[config.mk]
export PLATFORM = sky130hd
export DESIGN_NAME = link_arq_ctrl
export DESIGN_NICKNAME = d
export VERILOG_FILES = /design/src/rtl/link_arq_ctrl_pkg.sv /design/src/rtl/link_arq_ctrl_sat_counter.sv /design/src/rtl/link_arq_ctrl.sv
export SDC_FILE = /design/constraint.sdc
export NUM_CORES = 1
export LEC_CHECK = 0
export BUFFER_PORTS_ARGS = -buffer_cell sky130_fd_sc_hd__buf_2
export CAP_MARGIN = 0
export CORE_AREA = 2 2 68 70
export CTS_CLUSTER_SIZE = 25
export DETAILED_ROUTE_END_ITERATION = 10
export DIE_AREA = 0 0 70 72
export PLACE_DENSITY = 0.69
export SYNTH_ARGS = -nofsm -noshare
export SYNTH_HDL_FRONTEND = slang
export SYNTH_SLANG_ARGS = --single-unit
export TNS_END_PERCENT = 20
[constraint.sdc]
create_clock -name clk -period 1.92 [get_ports clk]
set_clock_uncertainty 0.05 [all_clocks]
set_input_delay 0.096 -clock clk [delete_from_list [all_inputs] [get_ports clk]]
set_output_delay 0.096 -clock clk [all_outputs]
set_load 0.01 [all_outputs]
[src/rtl/link_arq_ctrl_pkg.sv]
// Shared types and default constants for the inter-board link ARQ sender.
package link_arq_ctrl_pkg;

    // Packet kinds carried over the serial link
    typedef enum logic [1:0] {
        PKT_DATA  = 2'd0,
        PKT_READY = 2'd1,
        PKT_LOST  = 2'd2,
        PKT_RSVD  = 2'd3
    } pkt_kind_t;

    // Sender state machine states
    typedef enum logic [2:0] {
        ST_IDLE     = 3'd0,
        ST_START    = 3'd1,
        ST_WAIT_TX  = 3'd2,
        ST_WAIT_ACK = 3'd3,
        ST_FAIL     = 3'd4
    } arq_state_t;

    localparam int ARQ_TIMEOUT_TICKS = 200;
    localparam int ARQ_MAX_RETRIES   = 3;

    // Bits needed to hold the values 0..v, never less than one bit
    function automatic int min_width(input int v);
        return (v < 1) ? 1 : $clog2(v + 1);
    endfunction

endpackage

[src/rtl/link_arq_ctrl_sat_counter.sv]
// Saturating up-counter used for the link-health statistics.
module sat_counter #(
    parameter int WIDTH = 4
) (
    input  logic             clk,
    input  logic             rst_l,
    input  logic             en,
    input  logic             clr,
    output logic [WIDTH-1:0] cnt
);

    // Count enabled events, sticking at all-ones instead of wrapping
    always_ff @(posedge clk or negedge rst_l) begin
        if (!rst_l) begin
            cnt <= '0;
        end else if (clr) begin
            cnt <= '0;
        end else if (en && (cnt != {WIDTH{1'b1}})) begin
            cnt <= cnt + 1'b1;
        end
    end

endmodule

[src/rtl/link_arq_ctrl.sv]
// Stop-and-wait ARQ sender: one packet in flight, timeout-driven retransmit,
// link failure after the retry budget is spent, plus saturating statistics.
module link_arq_ctrl
    import link_arq_ctrl_pkg::*;
#(
    parameter int SEQ_BITS      = 1,
    parameter int TIMEOUT_TICKS = ARQ_TIMEOUT_TICKS,
    parameter int MAX_RETRIES   = ARQ_MAX_RETRIES,
    parameter int CNT_BITS      = 4
) (
    input  logic                clk,
    input  logic                rst_l,
    input  logic                tick,
    input  logic                req_valid,
    input  pkt_kind_t           req_kind,
    output logic                req_ready,
    output logic                tx_start,
    output pkt_kind_t           tx_kind,
    output logic [SEQ_BITS-1:0] tx_seq,
    input  logic                tx_done,
    input  logic                ack_valid,
    input  logic [SEQ_BITS-1:0] ack_seq,
    input  logic                clear_fail,
    output logic                link_fail,
    output logic                busy,
    output logic [CNT_BITS-1:0] sent_cnt,
    output logic [CNT_BITS-1:0] retx_cnt,
    output logic [CNT_BITS-1:0] acked_cnt
);

    localparam int TMR_W = min_width(TIMEOUT_TICKS);
    localparam int RTY_W = min_width(MAX_RETRIES);

    // Timeout fires on the tick that would bring the timer to TIMEOUT_TICKS
    localparam logic [TMR_W-1:0] TMR_LAST = TMR_W'(TIMEOUT_TICKS - 1);
    localparam logic [RTY_W-1:0] RTY_MAX  = RTY_W'(MAX_RETRIES);

    arq_state_t       state;
    logic [TMR_W-1:0] timer;
    logic [RTY_W-1:0] retries;

    logic accept;
    logic ack_match;
    logic timeout;
    logic retx_go;

    // A matching ACK always takes priority over a coincident timeout
    assign accept    = req_valid & req_ready;
    assign ack_match = (state == ST_WAIT_ACK) & ack_valid & (ack_seq == tx_seq);
    assign timeout   = (state == ST_WAIT_ACK) & tick & (timer == TMR_LAST) & ~ack_match;
    assign retx_go   = timeout & (retries < RTY_MAX);

    // Sender FSM with registered outputs, retry bookkeeping and ACK timer
    always_ff @(posedge clk or negedge rst_l) begin
        if (!rst_l) begin
            state     <= ST_IDLE;
            req_ready <= 1'b1;
            tx_start  <= 1'b0;
            tx_kind   <= PKT_DATA;
            tx_seq    <= '0;
            link_fail <= 1'b0;
            busy      <= 1'b0;
            timer     <= '0;
            retries   <= '0;
        end else begin
            tx_start <= 1'b0;
            case (state)
                ST_IDLE: begin
                    if (accept) begin
                        tx_kind   <= req_kind;
                        retries   <= '0;
                        tx_start  <= 1'b1;
                        req_ready <= 1'b0;
                        busy      <= 1'b1;
                        state     <= ST_START;
                    end
                end
                ST_START: begin
                    state <= ST_WAIT_TX;
                end
                ST_WAIT_TX: begin
                    // Any ACK arriving while still shifting out is ignored
                    if (tx_done) begin
                        timer <= '0;
                        state <= ST_WAIT_ACK;
                    end
                end
                ST_WAIT_ACK: begin
                    if (ack_match) begin
                        tx_seq    <= tx_seq + 1'b1;
                        req_ready <= 1'b1;
                        busy      <= 1'b0;
                        state     <= ST_IDLE;
                    end else if (retx_go) begin
                        retries  <= retries + 1'b1;
                        tx_start <= 1'b1;
                        state    <= ST_START;
                    end else if (timeout) begin
                        link_fail <= 1'b1;
                        busy      <= 1'b0;
                        state     <= ST_FAIL;
                    end else if (tick) begin
                        // Stale ACKs fall through here and leave the timer running
                        timer <= timer + 1'b1;
                    end
                end
                ST_FAIL: begin
                    // Sequence number and statistics survive the failure
                    if (clear_fail) begin
                        link_fail <= 1'b0;
                        req_ready <= 1'b1;
                        state     <= ST_IDLE;
                    end
                end
                default: begin
                    req_ready <= 1'b1;
                    link_fail <= 1'b0;
                    busy      <= 1'b0;
                    state     <= ST_IDLE;
                end
            endcase
        end
    end

    sat_counter #(.WIDTH(CNT_BITS)) u_sent_cnt (
        .clk   (clk),
        .rst_l (rst_l),
        .en    (accept),
        .clr   (1'b0),
        .cnt   (sent_cnt)
    );

    sat_counter #(.WIDTH(CNT_BITS)) u_retx_cnt (
        .clk   (clk),
        .rst_l (rst_l),
        .en    (retx_go),
        .clr   (1'b0),
        .cnt   (retx_cnt)
    );

    sat_counter #(.WIDTH(CNT_BITS)) u_acked_cnt (
        .clk   (clk),
        .rst_l (rst_l),
        .en    (ack_match),
        .clr   (1'b0),
        .cnt   (acked_cnt)
    );

endmodule

# --- After elaboration in Yosys (flattened, before gate mapping) ---
# Index checks and enable logic that the tools add are counted.
totals:
  regBits: 32
  latch_bits: 0
  ram_bits: 0
  mem_bits_ro: 0
  inputBits: 10
  wordCells: 104
  memories: 0
op_classes:
  add_sub_neg: 6
  n_mul: 0
  div: 0
  order_cmp: 1
  n_eq_ne: 22
  shift: 0
  mux: 35
  bitwise_logic: 11
  reduce_logical: 17
op_table:
  columns: ["cell", "n"]
  rows:
  - ["$mux 8", 5]
  - ["$mux 3", 6]
  - ["$ne 2x2->1 const B", 8]
  - ["$pmux 8 s2", 1]
  - ["$reduce_and 4->1", 4]
  - ["$pmux 3 s5", 1]
  - ["$mux 1", 14]
  - ["$add 4x1->4 const B", 3]
  - ["$ne 4x4->1 const B", 3]
  - ["$add 8x1->8 const B", 1]
  - ["$eq 8x8->1 const B", 1]
  - ["$and 1x1->1", 7]
  - ["$eq 3x2->1 const B", 2]
  - ["$mux 2", 3]
  - ["$ne 3x3->1 const B", 2]
  - ["$pmux 1 s3", 2]
  - ["$reduce_and 6->1", 1]
  - ["$reduce_or 3->1", 2]
  - ["$reduce_and 5->1", 1]
  - ["$ne 2x1->1 const B", 2]
  - ["$ne 4x3->1 const B", 1]
  - ["$not 1->1", 4]
  - ["$pmux 1 s4", 1]
  - ["$pmux 2 s2", 1]
  - ["12 further kinds", 16]

# --- Logic depth before layout (Yosys ltp) ---
logic_depth:
  depth_word: 9
  depth_mapped: 6
  ltp_nobuf: 5

# --- By module ---
# From an unflattened synthesis, not the netlist that was laid out.
unflattened:
  hier_cells: 184
  area_unflattened_um2: 1853.0
by_module_without_submodules:
  columns: ["module", "n_inst", "cells_per_inst", "area_each_um2"]
  rows:
  - ["link_arq_ctrl", 1, 124, 1166.1]
  - ["sat_counter", 3, 20, 229.0]

# --- Worst setup path before layout ---
# OpenSTA, ideal clock, no wires.
synth_path:
  path_kind: "register -> register"
  start: "register timer[0]"
  end: "register u_retx_cnt.cnt[3]"
  setup_time_ns: 0.128
  arrival_ns: 1.661
  path_slack_ns: 0.081
  path_stages_with_launch: 6
  path_buffers: 0
  cell_sequence: "dfrtp_1 ha_1 nand4b_1 a2111oi_4 nand4_1 mux2_1"
synth_via:
  elab_chain_len: 5
synth_lines:
  columns: ["element", "line", "rtl"]
  rows:
  - ["from (decl)", "link_arq_ctrl.sv:39", "logic [TMR_W-1:0] timer;"]
  - ["from (signal assigned)", "link_arq_ctrl.sv:104", "timer <= timer + 1'b1;"]
  - ["$eq 8x8->1", "link_arq_ctrl.sv:50", "assign timeout = (state == ST_WAIT_ACK) & tick & (timer == TMR_LAST) & ~ack_match;"]
  - ["$and 1x1->1 (2 in a row)", "link_arq_ctrl.sv:50", null]
  - ["$and 1x1->1", "link_arq_ctrl.sv:51", "assign retx_go = timeout & (retries < RTY_MAX);"]
  - ["$logic_and 1x1->1", "link_arq_ctrl_sat_counter.sv:18", "end else if (en && (cnt != {WIDTH{1'b1}})) begin"]
  - ["to (signal assigned)", "link_arq_ctrl_sat_counter.sv:19", "cnt <= cnt + 1'b1;"]
  - ["to (decl)", "link_arq_ctrl_sat_counter.sv:9", "output logic [WIDTH-1:0] cnt"]
# Every way passes these cells.
# A chain may end at the register's enable or synchronous reset.

# --- Worst setup path after layout ---
layout_path:
  start: "register timer[5]"
  end: "register u_retx_cnt.cnt[3]"
# The elaborated chain is that of the path after synthesis.

==> results.yml <==
run_status:
  status: "completed"
synth:
  synth_fa_ha_area_share_pct: 3.76
  synth_nets: 171
  ys.flop_type: "dfrtp_1"
  synth_area_leaders: "dfrtp_1 47%, mux2_2 4.1%, ha_1 3.8%"
  syn-cell-area_sq_um: 1670
  ys_seq_area_share_pct: 48.2
  synth_compound_area_share_pct: 12.4
  synth_edf_count: 0
  ys_ff_latch: 32
  synthSimpleGateAreaFrac_pct: 18.9
  synthMuxAreaShare_pct: 9.69
  yosys_warnings: 0
  async_reset_ff_share_pct: 100
  synth_cells: 156
  synth_top_area_cell: "dfrtp_1"
  synth_most_common_cell: "dfrtp_1"
  synth_top_area_share_pct: 46.6
  synth.avg_cell_area_sq_um: 10.7
  synthTopCellsByCount: "31 x dfrtp_1, 14 x nand2_1, 9 x nor2_1, 7 x nand3_1"
  ys_types: 40
  synth_top_family_by_area: "simple AND/OR/NAND/NOR gates"
  synth_xor_area_share_pct: 4.73
timing:
  slew_viol_final: 0
  grt_setup_unrepaired: "true"
  fmax_mhz: 530
  finalSetupViolations: 0
  final-hold-violation-count: 0
  worst_pin_slew_ps: 731
  worst_hold_slack_ps: 34.1
  max-slew-margin-rel_pct: 51.2
  finalCriticalPeriod_ps: 1890
  timing.final.crit_share_pct: 98.3
grt:
  overflow: 0
  grt_max_degree: 33
  grt_usage_pct: 15.9
  antenna_found_initial: 0
  grt_pass1_vias: 1317
  grt_pass1_wl_microns: 6150
power_and_ir_drop:
  p_leak_uw: 0.000992
  ir_drop_mv: 0.816
  total_power_uw: 2870
  p_per_area_nw_per_um2: 1350
setup_path:
  critPathLaunchType: "flop"
  cp.required_ps: 2040
  rr_worst_depth: 4
  regToRegSetupSlack_ps: 30
  arrival_ps: 2010
  path_class: "reg -> reg"
  path_max_fanout: 4
  end_kind: "flop"
clocking:
  cts_root_buf: "clkbuf_8"
  insertion_delay_ps: 290
  numCtsBuffers: 5
  clkSinkCount: 32
  cts_tree: "yes"
  cts_max_level: 2
  clockBufferDepth: 2
  path_clk_slew_ps: 70
finish:
  drive_above_1_share_pct: 30.0
  post-route-util_pct: 50.0
  layout.cells.non_filler: 255
  n_antenna_cell: 0
  nNetsFinal: 217
  area_delta_synth_final_pct: 28.0
place:
  io_buffers: 28
  gp_congestion: 0.820
  dp.final_hpwl_microns: 2500
  dp_cells: 243
detailed_routing:
  via_count: 1362
  vias_per_cell: 5.34
  drc: 0
  initialDrtViolationCount: 81
  firstDrtPassIters: 4
  ant_nets: 0
  finalWirelength_microns: 3590
  routedWlPerCell_microns: 14.1
die:
  die_area_sq_um: 5040
  io_pins: 29
  core_region_area_sq_um: 4260
  num_rows: 24
  initial_utilization_pct: 39.1
  die_y_microns: 72
  fp.dieW_microns: 70
min_path:
  hp-class: "in -> reg"
  hold_depth: 4
flow_run:
  drv_cap: 0
[metrics by stage]
step                worst slack (ps)  cell area (sq um)  TNS (ps)
floorplan                       81.4               1670         0
global placement                27.0               1940         0
detailed placement             -19.9               1940     -26.4
CTS                             11.5               2120         0
global route                   -68.5               2130      -105
finish                          33.5               2130         0
[registers in the layout, summed over array words and instances (netlist names), 2 cells and up]
signal	flops
timer	8
u_acked_cnt.cnt	4
u_retx_cnt.cnt	4
u_sent_cnt.cnt	4
state	3
retries	2
tx_kind	2
[placed cells by master, fill, tap and decap left out, types with 5 or more instances in the layout]
cell      count
nand3_1       7
a211oi_1      5
clkbuf_8      7
dfrtp_1      31
inv_1         6
buf_2        28
nand4_1       6
nand2_1      14
a21oi_1       5
mux2_2        6
mux2i_1       6
o21ai_0       5
nand2b_1      6
buf_4        12
xnor2_1       5
nor2_1        9
[cell type report]
class / count / area, sq um
well taps: 52 / 65.1
repair buffers: 43 / 260
multi-input cells: 114 / 856
fillers: 401 / 2130
inverters: 6 / 22.5
clock buffers: 7 / 96.3
flip-flops and latches: 32 / 802
clock inverters: 1 / 30.0
[power by group]
part	switching, uW	internal [uW]
clock	251	458
combinational	587	504
sequential	197	879
[cells by family (layout without fill, tap and decap cells)]
kind of cell | after synthesis | after routing
AOI/OAI and AO/OA | 27 | 27
muxes | 15 | 15
adders and majority gates | 5 | 5
xor gates and xnor gates | 9 | 9
DFF | 32 | 32
and+or+nand+nor | 58 | 58
buffers and inverters | 10 | 57
[layer usage]
metal	GRT usage [%]	vias up	wire length [microns]	share of wire (%)
met2	23.9	42	1590	44
met4	8.55	0	79	2.2
met3	3.61	10	179	5.0
met5	0	-	0	0
li1	-	662	-	-
met1	21.5	648	1740	48
[critical path, cell delays in order (launching register included)]
cell       delay (ps)
dfrtp_1           390
nand4bb_2         330
a2111oi_4         500
nand4_1           170
mux2_1            330
[final timing paths]
kind	from	end
hold / removal	clear_fail	state[2]
setup reg to reg	timer[5]	u_retx_cnt.cnt[3]
min in group asynchronous	rst_l	u_sent_cnt.cnt[0]
max in group asynchronous	rst_l	timer[6]
setup / recovery	timer[5]	u_retx_cnt.cnt[3]
hold reg to reg	u_sent_cnt.cnt[3]	u_sent_cnt.cnt[3]
[what timing repair did]
item / 4_1_cts / 5_1_grt
pin swaps: 2 / 3
endpoints found under the hold margin: 33 / 0
setup endpoints to repair: 3 / 7
hold buffers: 3 / 0
setup buffers: 1 / 0
gates resized for setup: 2 / 1
Power figures use the tool's default switching activity.
